`src/rtl/ssd_pkg.sv`:
```
// Shared constants for the seven-segment scan driver: segment patterns,
// blank levels and a prescaler sizing helper.
package ssd_pkg;

  // Active-low cathode pattern that turns every segment off.
  localparam logic [6:0] SEG_OFF = 7'h7F;

  // Anode level for an unlit digit (anodes are active-low).
  localparam logic AN_OFF = 1'b1;

  // Active-low segment patterns for hex digits 0..F, bit0 = a ... bit6 = g.
  localparam logic [6:0] SEG_HEX [0:15] = '{
    7'h40, 7'h79, 7'h24, 7'h30, 7'h19, 7'h12, 7'h02, 7'h78,
    7'h00, 7'h10, 7'h08, 7'h03, 7'h46, 7'h21, 7'h06, 7'h0E
  };

  // Smallest prescaler width able to count 0..div-1.
  function automatic int cnt_width(input int div);
    return (div > 1) ? $clog2(div) : 1;
  endfunction

endpackage

```
`src/rtl/ssd_hex_decode.sv`:
```
// Combinational nibble to active-low seven-segment decoder.
module ssd_hex_decode
  import ssd_pkg::*;
(
  input  logic [3:0] nib_i,
  output logic [6:0] seg_o
);

  // Table lookup of the segment pattern for the selected nibble.
  always_comb begin
    seg_o = SEG_HEX[nib_i];
  end

endmodule

```
`src/rtl/ssd_scan_mux.sv`:
```
// Time-multiplexed driver for an N-digit seven-segment display. One digit is
// driven per refresh slot; new values are taken only at frame boundaries so a
// frame never shows a mix of old and new digits.
module ssd_scan_mux
  import ssd_pkg::*;
#(
  parameter int DIGITS      = 8,
  parameter int REFRESH_DIV = 100000,
  parameter int CNT_W       = 17
) (
  input  logic                  ssd_scan_mux_port_clk,
  input  logic                  ssd_scan_mux_port_rst,
  input  logic                  ssd_scan_mux_port_load,
  input  logic [4*DIGITS-1:0]   ssd_scan_mux_port_val,
  input  logic [DIGITS-1:0]     ssd_scan_mux_port_dp,
  input  logic [DIGITS-1:0]     ssd_scan_mux_port_digit_en,
  input  logic                  ssd_scan_mux_port_blank_lz,
  output logic [6:0]            ssd_scan_mux_port_cc,
  output logic                  ssd_scan_mux_port_odp,
  output logic [DIGITS-1:0]     ssd_scan_mux_port_an,
  output logic                  ssd_scan_mux_port_frame_tick
);

  localparam int                 IDX_W      = (DIGITS > 1) ? $clog2(DIGITS) : 1;
  localparam logic [CNT_W-1:0]   PRESC_LAST = CNT_W'(REFRESH_DIV - 1);
  localparam logic [IDX_W-1:0]   IDX_LAST   = IDX_W'(DIGITS - 1);
  localparam logic [DIGITS-1:0]  AN_ALL_OFF = {DIGITS{AN_OFF}};

  // Timing state
  logic [CNT_W-1:0]    presc_q, presc_d;
  logic [IDX_W-1:0]    idx_q, idx_d;
  logic                ftick_q, ftick_d;

  // Pending (written by load) and shadow (displayed) value registers
  logic [4*DIGITS-1:0] pend_val_q, pend_val_d;
  logic [DIGITS-1:0]   pend_dp_q, pend_dp_d;
  logic                pend_vld_q, pend_vld_d;
  logic [4*DIGITS-1:0] shad_val_q, shad_val_d;
  logic [DIGITS-1:0]   shad_dp_q, shad_dp_d;

  // Output registers
  logic [DIGITS-1:0]   an_q, an_d;
  logic [6:0]          cc_q, cc_d;
  logic                odp_q, odp_d;

  // Combinational helpers
  logic                slot_tick_s;
  logic                boundary_s;
  logic [3:0]          nib_s;
  logic [6:0]          seg_s;
  logic [DIGITS-1:0]   upper_zero_s;
  logic                en_s;
  logic                dp_s;
  logic                uz_s;
  logic                shown_s;

  // Prescaler and scan index advance; frame tick is looked ahead one cycle
  // so the registered pulse lines up with the boundary cycle itself.
  always_comb begin
    slot_tick_s = (presc_q == PRESC_LAST);
    boundary_s  = slot_tick_s && (idx_q == IDX_LAST);
    if (slot_tick_s) begin
      presc_d = '0;
      if (idx_q == IDX_LAST) begin
        idx_d = '0;
      end else begin
        idx_d = idx_q + IDX_W'(1);
      end
    end else begin
      presc_d = presc_q + CNT_W'(1);
      idx_d   = idx_q;
    end
    ftick_d = (presc_d == PRESC_LAST) && (idx_d == IDX_LAST);
  end

  // Pending capture and frame-boundary transfer into the shadow registers;
  // a load coinciding with a boundary bypasses pending.
  always_comb begin
    pend_val_d = pend_val_q;
    pend_dp_d  = pend_dp_q;
    pend_vld_d = pend_vld_q;
    shad_val_d = shad_val_q;
    shad_dp_d  = shad_dp_q;
    if (boundary_s) begin
      pend_vld_d = 1'b0;
      if (ssd_scan_mux_port_load) begin
        shad_val_d = ssd_scan_mux_port_val;
        shad_dp_d  = ssd_scan_mux_port_dp;
      end else if (pend_vld_q) begin
        shad_val_d = pend_val_q;
        shad_dp_d  = pend_dp_q;
      end else begin
        shad_val_d = shad_val_q;
        shad_dp_d  = shad_dp_q;
      end
    end else if (ssd_scan_mux_port_load) begin
      pend_val_d = ssd_scan_mux_port_val;
      pend_dp_d  = ssd_scan_mux_port_dp;
      pend_vld_d = 1'b1;
    end else begin
      pend_vld_d = pend_vld_q;
    end
  end

  // For each digit: are this nibble and every more-significant nibble zero?
  always_comb begin
    upper_zero_s = '0;
    for (int i = 0; i < DIGITS; i++) begin
      upper_zero_s[i] = ((shad_val_q >> (4 * i)) == {(4*DIGITS){1'b0}});
    end
  end

  // Select the current digit's nibble and per-digit attributes.
  always_comb begin
    nib_s = shad_val_q[{idx_q, 2'b00} +: 4];
    en_s  = ssd_scan_mux_port_digit_en[idx_q];
    dp_s  = shad_dp_q[idx_q];
    uz_s  = upper_zero_s[idx_q];
  end

  ssd_hex_decode u_dec (
    .nib_i (nib_s),
    .seg_o (seg_s)
  );

  // Next output values: disabled or zero-suppressed digits keep their anode
  // off; only a disabled digit also forces its decimal point off.
  always_comb begin
    shown_s = en_s && !(ssd_scan_mux_port_blank_lz && (idx_q != '0) && uz_s);
    if (shown_s) begin
      an_d = ~(DIGITS'(1'b1) << idx_q);
      cc_d = seg_s;
    end else begin
      an_d = AN_ALL_OFF;
      cc_d = SEG_OFF;
    end
    if (en_s) begin
      odp_d = ~dp_s;
    end else begin
      odp_d = 1'b1;
    end
  end

  // State and output registers with asynchronous reset.
  always_ff @(posedge ssd_scan_mux_port_clk or posedge ssd_scan_mux_port_rst) begin
    if (ssd_scan_mux_port_rst) begin
      presc_q    <= '0;
      idx_q      <= '0;
      ftick_q    <= 1'b0;
      pend_val_q <= '0;
      pend_dp_q  <= '0;
      pend_vld_q <= 1'b0;
      shad_val_q <= '0;
      shad_dp_q  <= '0;
      an_q       <= AN_ALL_OFF;
      cc_q       <= SEG_OFF;
      odp_q      <= 1'b1;
    end else begin
      presc_q    <= presc_d;
      idx_q      <= idx_d;
      ftick_q    <= ftick_d;
      pend_val_q <= pend_val_d;
      pend_dp_q  <= pend_dp_d;
      pend_vld_q <= pend_vld_d;
      shad_val_q <= shad_val_d;
      shad_dp_q  <= shad_dp_d;
      an_q       <= an_d;
      cc_q       <= cc_d;
      odp_q      <= odp_d;
    end
  end

  assign ssd_scan_mux_port_an         = an_q;
  assign ssd_scan_mux_port_cc         = cc_q;
  assign ssd_scan_mux_port_odp        = odp_q;
  assign ssd_scan_mux_port_frame_tick = ftick_q;

endmodule
```
`config.mk`:
```
export PLATFORM = sky130hd
export DESIGN_NAME = ssd_scan_mux
export DESIGN_NICKNAME = d
export VERILOG_FILES = /design/src/rtl/ssd_pkg.sv /design/src/rtl/ssd_hex_decode.sv /design/src/rtl/ssd_scan_mux.sv
export SDC_FILE = /design/constraint.sdc
export NUM_CORES = 1
export LEC_CHECK = 0
export ABC_AREA = 1
export CAP_MARGIN = 5
export CORE_AREA = 2 2 138 140
export CTS_BUF_LIST = sky130_fd_sc_hd__clkbuf_4 sky130_fd_sc_hd__clkbuf_8
export DETAILED_ROUTE_END_ITERATION = 6
export DIE_AREA = 0 0 140 142
export GPL_TIMING_DRIVEN = 0
export SLEW_MARGIN = 20
export SYNTH_ARGS = -nofsm -noshare
export SYNTH_HDL_FRONTEND = slang
export SYNTH_HIERARCHICAL = 1
export SYNTH_SLANG_ARGS = --single-unit
```
`constraint.sdc`:
```
create_clock -name ssd_scan_mux_port_clk -period 4.9 [get_ports ssd_scan_mux_port_clk]
set_input_delay 0.98 -clock ssd_scan_mux_port_clk [delete_from_list [all_inputs] [get_ports ssd_scan_mux_port_clk]]
set_output_delay 0.98 -clock ssd_scan_mux_port_clk [all_outputs]
set_load 0.03 [all_outputs]
```
==> results of run 1 <==
==> final timing paths <==
check | to | slack [ns] | start
worst min register to register | pend_val_q[3]$_DFFE_PP0P_ | 0.47 | pend_val_q[3]$_DFFE_PP0P_
worst min-delay path | pend_val_q[3]$_DFFE_PP0P_ | 0.47 | pend_val_q[3]$_DFFE_PP0P_
worst max register to register | ssd_scan_mux_port_cc[0]$_DFF_PP1_ | 2.10 | idx_q[0]$_DFF_PP0_
worst max-delay path | ssd_scan_mux_port_cc[0]$_DFF_PP1_ | 2.10 | idx_q[0]$_DFF_PP0_
max in group asynchronous | ssd_scan_mux_port_cc[0]$_DFF_PP1_ | 3.23 | ssd_scan_mux_port_rst
min in group asynchronous | presc_q[12]$_DFF_PP0_ | 0.90 | ssd_scan_mux_port_rst
==> stage by stage <==
stage / total power, W / instances / worst slack (ns) / setup TNS [ns]
5_1_grt: 0.00216 / 1142 / 1.77 / 0
4_1_cts: 0.00209 / 1142 / 2.11 / 0
3_3_place_gp: 0.00122 / 1109 / -1.02 / -102.51
6_report: 0.00206 / 1142 / 2.10 / 0
2_1_floorplan: 0.00115 / 808 / 0.817 / 0
3_5_place_dp: 0.00123 / 1110 / 2.13 / 0
==> final cells by class <==
| type | instances | area, um2 | share of cell area |
|---|---|---|---|
| Buffer | 38 | 213 | 0.0275 |
| Clock buffer | 26 | 320 | 0.0414 |
| Sequential cell | 118 | 2970 | 0.385 |
| Inverter | 98 | 373 | 0.0482 |
| Timing Repair Buffer | 68 | 698 | 0.0903 |
| Multi-Input combinational cell | 554 | 2810 | 0.363 |
| Tap cell | 234 | 293 | 0.0379 |
| Clock inverter | 6 | 55.1 | 0.00712 |
==> worst max-delay path: cells and delay by family (launching register included) <==
family          cells  cell delay [ns]
flops               1             0.44
compound gates      2             0.55
simple gates        4             0.28
fa+ha+maj           1             0.23
buf+inv             6             1.22
==> metal layers <==
metal / share of wire / wire length, um
met2: 0.45 / 7020
met3: 0.045 / 704
met1: 0.49 / 7570
met5: 0 / 0
met4: 0.017 / 267
==> logic make-up (layout without fill, tap and decap cells) <==
family | after synthesis | in the layout
AO/OA/AOI/OAI | 156 | 156
XOR/XNOR | 2 | 2
adder cells (fa/ha/maj) | 14 | 14
buffers and inverters | 136 | 236
flip-flops | 118 | 118
multiplexers | 13 | 13
AND/OR/NAND/NOR | 369 | 369
==> flip-flops by register name, indices dropped and copies added, names as in the netlist, 3 cells and up <==
signal	count
ssd_scan_mux_port_cc	7
presc_q	17
pend_val_q	32
pend_dp_q	8
shad_val_q	32
idx_q	3
ssd_scan_mux_port_an	8
shad_dp_q	8
==> power groups by stage <==
stage,combinational [W],clock (W),sequential [W]
2_1_floorplan,0.0000999,0,0.00105
3_3_place_gp,0.000182,0,0.00104
3_5_place_dp,0.000187,0,0.00104
4_1_cts,0.000187,0.000876,0.00103
5_1_grt,0.000208,0.000921,0.00103
6_report,0.000184,0.000853,0.00103
==> placed cells by master (no fill, tap or decap), types with 6 or more instances in the layout <==
master and n:
dfstp_2 16, nand4_1 8, clkbuf_1 11, clkbuf_8 20
nand2_2 26, nand3_1 54, inv_1 90, dfrtp_1 102
o21ai_1 41, o21ai_2 21, o21ai_0 70, inv_2 7
clkbuf_4 6, mux2i_1 13, ha_1 14, nor2_1 69
nand2_1 198, a21oi_1 13, buf_2 16, clkdlybuf4s50_1 67
==> synth_stat cells (all sizes together) (5+ instances only) <==
cell    count
buf        26
a21oi      13
mux2i      13
nand2     226
inv        98
nor2       72
nand3      55
ha         14
o21ai     132
clkbuf     12
dfrtp     102
a31oi       5
o22ai       5
dfstp      16
nand4       8
==> flow_summary.ini, run 1 <==
[outcome]
outcome = finished with violations
violations = DRC

[final_layout]
utilization = 0.419
stdcell_area_um2 = 7730
diodes = 0
area_delta_synth_final_pct = 21.6
num-nets-final = 961
nFillCells = 1888
drive_above_1_share = 0.148

[synthesis]
synth-compound-area-share = 0.138
syn_avg_cell_area_um2 = 7.87
async_reset_ff_frac = 1.00
yosys_register_bits = 118
synthMuxAreaShare = 0.0205
netlist_instances = 808
synthSimpleGateAreaFrac = 0.253
synth_adder_area_share = 0.0275
synthFlopType = dfrtp_1
synth_edf_count = 0
synthXorXnorAreaFrac = 0.00275
synth_top_cell_by_area = dfrtp_1
synth_top_family_by_area = simple AND/OR/NAND/NOR gates
synth_top_area_share = 0.401
syn_nets = 874
syn-cell-area_um2 = 6360
ys_seq_area_frac = 0.468
yosysWarnings = 6
synth_cell_types = 37
ys_top_cells_by_area = dfrtp_1, nand2_1, dfstp_2

[global_route]
antenna_found_initial = 0
grt_max_degree = 78
top_usage_layer = met2
use_met2 = 0.262
met3_usage = 0.0417
grt_pass1_wl_um = 26300
grt-ovfl-total = 0
grt_pass1_vias = 5308
gr-usage-met1 = 0.227
grt_usage = 0.167

[setup_path]
cp-start-kind = register
cpMostUsedCell = inv_1
cp.required_ns = 5.26
path_class = reg2reg
crit_slowest_cell = dfrtp_1
cp.arrival_ns = 3.16
r2r.worst_path.cells = 13
worstPathMaxFanout = 11
endpoint_kind = register
critical_path.max_stage_delay_ns = 0.44
crit_chain = inv_1 -> clkbuf_1 -> buf_2 -> o21ai_0 -> a31oi_1 -> inv_1 -> ha_1 -> inv_1 -> nand2_1 -> nand3_1 -> nand2_1 -> inv_1 -> nand3_1

[drt]
viasPerCell = 4.71
firstDrtPassIters = 7
drtIter0Drc = 374
wirelength_um = 15600
vias = 5383
remaining_drc_errors = 4
drt.antenna.violating_nets = 0
detail_route.wl_per_cell_um = 13.6

[placement]
port_buffers = 67
placed_cell_area_um2 = 7350
hpwlAfterDp_um = 11400
place.gp.congestion = 0.868

[clock_network]
ctsResizeCount = 0
cts_buffers = 17
cts_hold_buf = 0
cts_tree = done
cts_sinks = 118
post_cts.repair.setup_buffers = 0
cts_max_level = 4
cts-root-buf = clkbuf_8
cts_max_path_buffers = 2
clkLatencyLatePin_ns = 0.45
path_clk_slew_ns = 0.07

[die]
num_io_pins = 69
core.rowCount = 50
core_um2 = 18500
start_util = 0.345
die_h_um = 142
fp.dieW_um = 140
die_area_um2 = 19900

[sta]
holdWs_ns = 0.468
slew_headroom = 0.513
drv_slew = 0
rsz0062_at_grt = false
final_hold_viol_count = 0
worstMarginPinSlew_ns = 0.731
fmax_mhz = 357
min_period_ns = 2.80
fin_skew_ns = 0.0149
setup_viol = 0
period_share = 0.572

[power_and_ir_drop]
p_leak_nw = 3.69
powerDensity_nw_per_um2 = 267
ir_worst_vdd_v = 0.000165
power.share.sequential = 0.497
power.internal_w = 0.00156
clkPwrFrac = 0.414
comb_power_share = 0.089
swShare = 0.242
switchingPower_w = 0.000500

[worst_hold_path]
holdPathStages = 2
hold_class = reg2reg

[run]
drv_cap = 0
Power figures use the tool's default switching activity.
==> run 2, diff against run 1 <==
==> constraint.sdc (replaced) <==
create_clock -name ssd_scan_mux_port_clk -period 2.63 [get_ports ssd_scan_mux_port_clk]
set_input_delay 0.526 -clock ssd_scan_mux_port_clk [delete_from_list [all_inputs] [get_ports ssd_scan_mux_port_clk]]
set_output_delay 0.526 -clock ssd_scan_mux_port_clk [all_outputs]
set_load 0.03 [all_outputs]
==> flow_summary.ini, run 2 (synthesis gave the netlist of run 1 again) <==
[outcome]
outcome = finished with violations
violations = DRC

[power_and_ir_drop]
powerDensity_nw_per_um2 = 522
p_leak_nw = 3.76
ir_worst_vdd_v = 0.000283
total_power_w = 0.00413

[drt]
viasPerCell = 4.78
drt.antenna.violating_nets = 0
wirelength_um = 15700
drtIter0Drc = 444
vias = 5495
firstDrtPassIters = 7
remaining_drc_errors = 3
detail_route.wl_per_cell_um = 13.6

[clock_network]
cts-root-buf = clkbuf_8
clkLatencyLatePin_ns = 0.44
cts_buffers = 17
path_clk_slew_ns = 0.08
cts_max_path_buffers = 2
cts_hold_buf = 0
cts_tree = done
cts_sinks = 118
cts_max_level = 4

[sta]
period_share = 0.917
drv_slew = 0
fin_skew_ns = 0.0125
final_hold_viol_count = 0
fmax_mhz = 415
min_period_ns = 2.41
worstMarginPinSlew_ns = 0.748
setup_viol = 0
rsz0062_at_grt = false
layout_setup_ws_ns = 0.218
slew_headroom = 0.502

[global_route]
grt_usage = 0.165
grt-ovfl-total = 0
grt_pass1_wl_um = 26100
grt_pass1_vias = 5148
grt_max_degree = 34
antenna_found_initial = 0

[placement]
place.gp.congestion = 0.855
port_buffers = 67
hpwlAfterDp_um = 11600
placed_cell_area_um2 = 7390
dp_slack_ns = -0.167

[setup_path]
path_delay_family = buffers and inverters
crit_buf_inv = 5
r2r-start = idx_q[0]$_DFF_PP0_
cp.required_ns = 3.00
cpMostUsedCell = inv_1
crit_slowest_cell = dfrtp_2
crit_chain = buf_2 -> clkbuf_2 -> o21ai_0 -> o21ai_0 -> a21oi_1 -> a31oi_2 -> inv_1 -> ha_1 -> inv_1 -> nand2_1 -> nand3_1 -> nand2_1 -> inv_1 -> nand3_1
critical_path.max_stage_delay_ns = 0.45
cp-start-kind = register
worstPathMaxFanout = 10
critPathLaunch = idx_q[0]$_DFF_PP0_
endpoint_kind = register
reg2reg_slack_ns = 0.22
cp.arrival_ns = 2.78
path_class = reg2reg

[final_layout]
stdcell_area_um2 = 7910
drive_above_1_share = 0.165
area_delta_synth_final_pct = 24.4
reg_top3 = pend_val_q x32, shad_val_q x32, presc_q x17
diodes = 0
num-nets-final = 969
layout_commonest_cell = nand2_1
final_cell_mix = nand2_1, dfrtp_1, inv_1

[die]
fp.dieW_um = 140
core_um2 = 18500
start_util = 0.345
die_h_um = 142
core.rowCount = 50
num_io_pins = 69
die_area_um2 = 19900

[worst_hold_path]
hold_class = reg2reg
holdCritStartpoint = pend_val_q[4]$_DFFE_PP0P_

[run]
drv_cap = 0
run 2: cell count changes in the layout (fill, tap and decap cells not counted), sizes merged:
cell      before  now
clkinv         5    4
bufinv         1    4
inv           98   96
clkinvlp       0    5
buf           27   37
clkbuf        38   31
run 2: final cells by class:
cell class	instances	area, um2
fill	1869	10500
sequential	118	2970
multi-input combinational	554	2820
timing repair buffer	78	791
inverter	98	375
tap	234	293
clock buffer	21	277
buffer	36	209
clock inverter	11	174
run 2: final timing paths:
| path | to | depth (start not counted) |
|---|---|---|
| setup / recovery | ssd_scan_mux_port_cc[3]$_DFF_PP1_ | 14 |
| hold / removal | pend_val_q[4]$_DFFE_PP0P_ | 2 |
| setup reg to reg | ssd_scan_mux_port_cc[3]$_DFF_PP1_ | 14 |
| hold reg to reg | pend_val_q[4]$_DFFE_PP0P_ | 2 |
| max in group asynchronous | pend_dp_q[0]$_DFFE_PP0P_ | 4 |
| min in group asynchronous | idx_q[2]$_DFF_PP0_ | 2 |
run 2: power breakdown:
group          internal (W)  switching [W]
Clock               0.00111       0.000767
Combinational      0.000160       0.000189
Sequential          0.00188      0.0000311
Total               0.00315       0.000987
run 2: per-layer routing:
layer / GRT usage / part of all wire / routed length, um
met1: 0.231 / 0.48 / 7500
met2: 0.258 / 0.46 / 7210
met3: 0.0390 / 0.048 / 746
met4: 0.0436 / 0.013 / 197
met5: 0 / 0 / 0
run 2: metrics by stage:
| step | std cells | utilization | setup TNS, ns | hold WS [ns] |
|---|---|---|---|---|
| 3_5_place_dp | 1112 | 0.400 | -0.700 | 0.457 |
| 6_report | 1150 | 0.429 | 0 | 0.473 |
| 2_1_floorplan | 808 | - | 0 | 0.441 |
| 4_1_cts | 1143 | 0.425 | 0 | 0.476 |
| 5_1_grt | 1150 | 0.429 | 0 | 0.482 |
| 3_3_place_gp | 1109 | 0.397 | -57.18 | 0.452 |
run 2: worst min-delay path, stage by stage, from the launching register on:
cell	delay (ns)
dfrtp_1	0.35
nand2_1	0.05
nand2_1	0.05
run 2: timing repair:
item	4_1_cts	5_1_grt
setup buffers	0	8
endpoints found under the setup margin	7	12
gates resized for setup	2	8
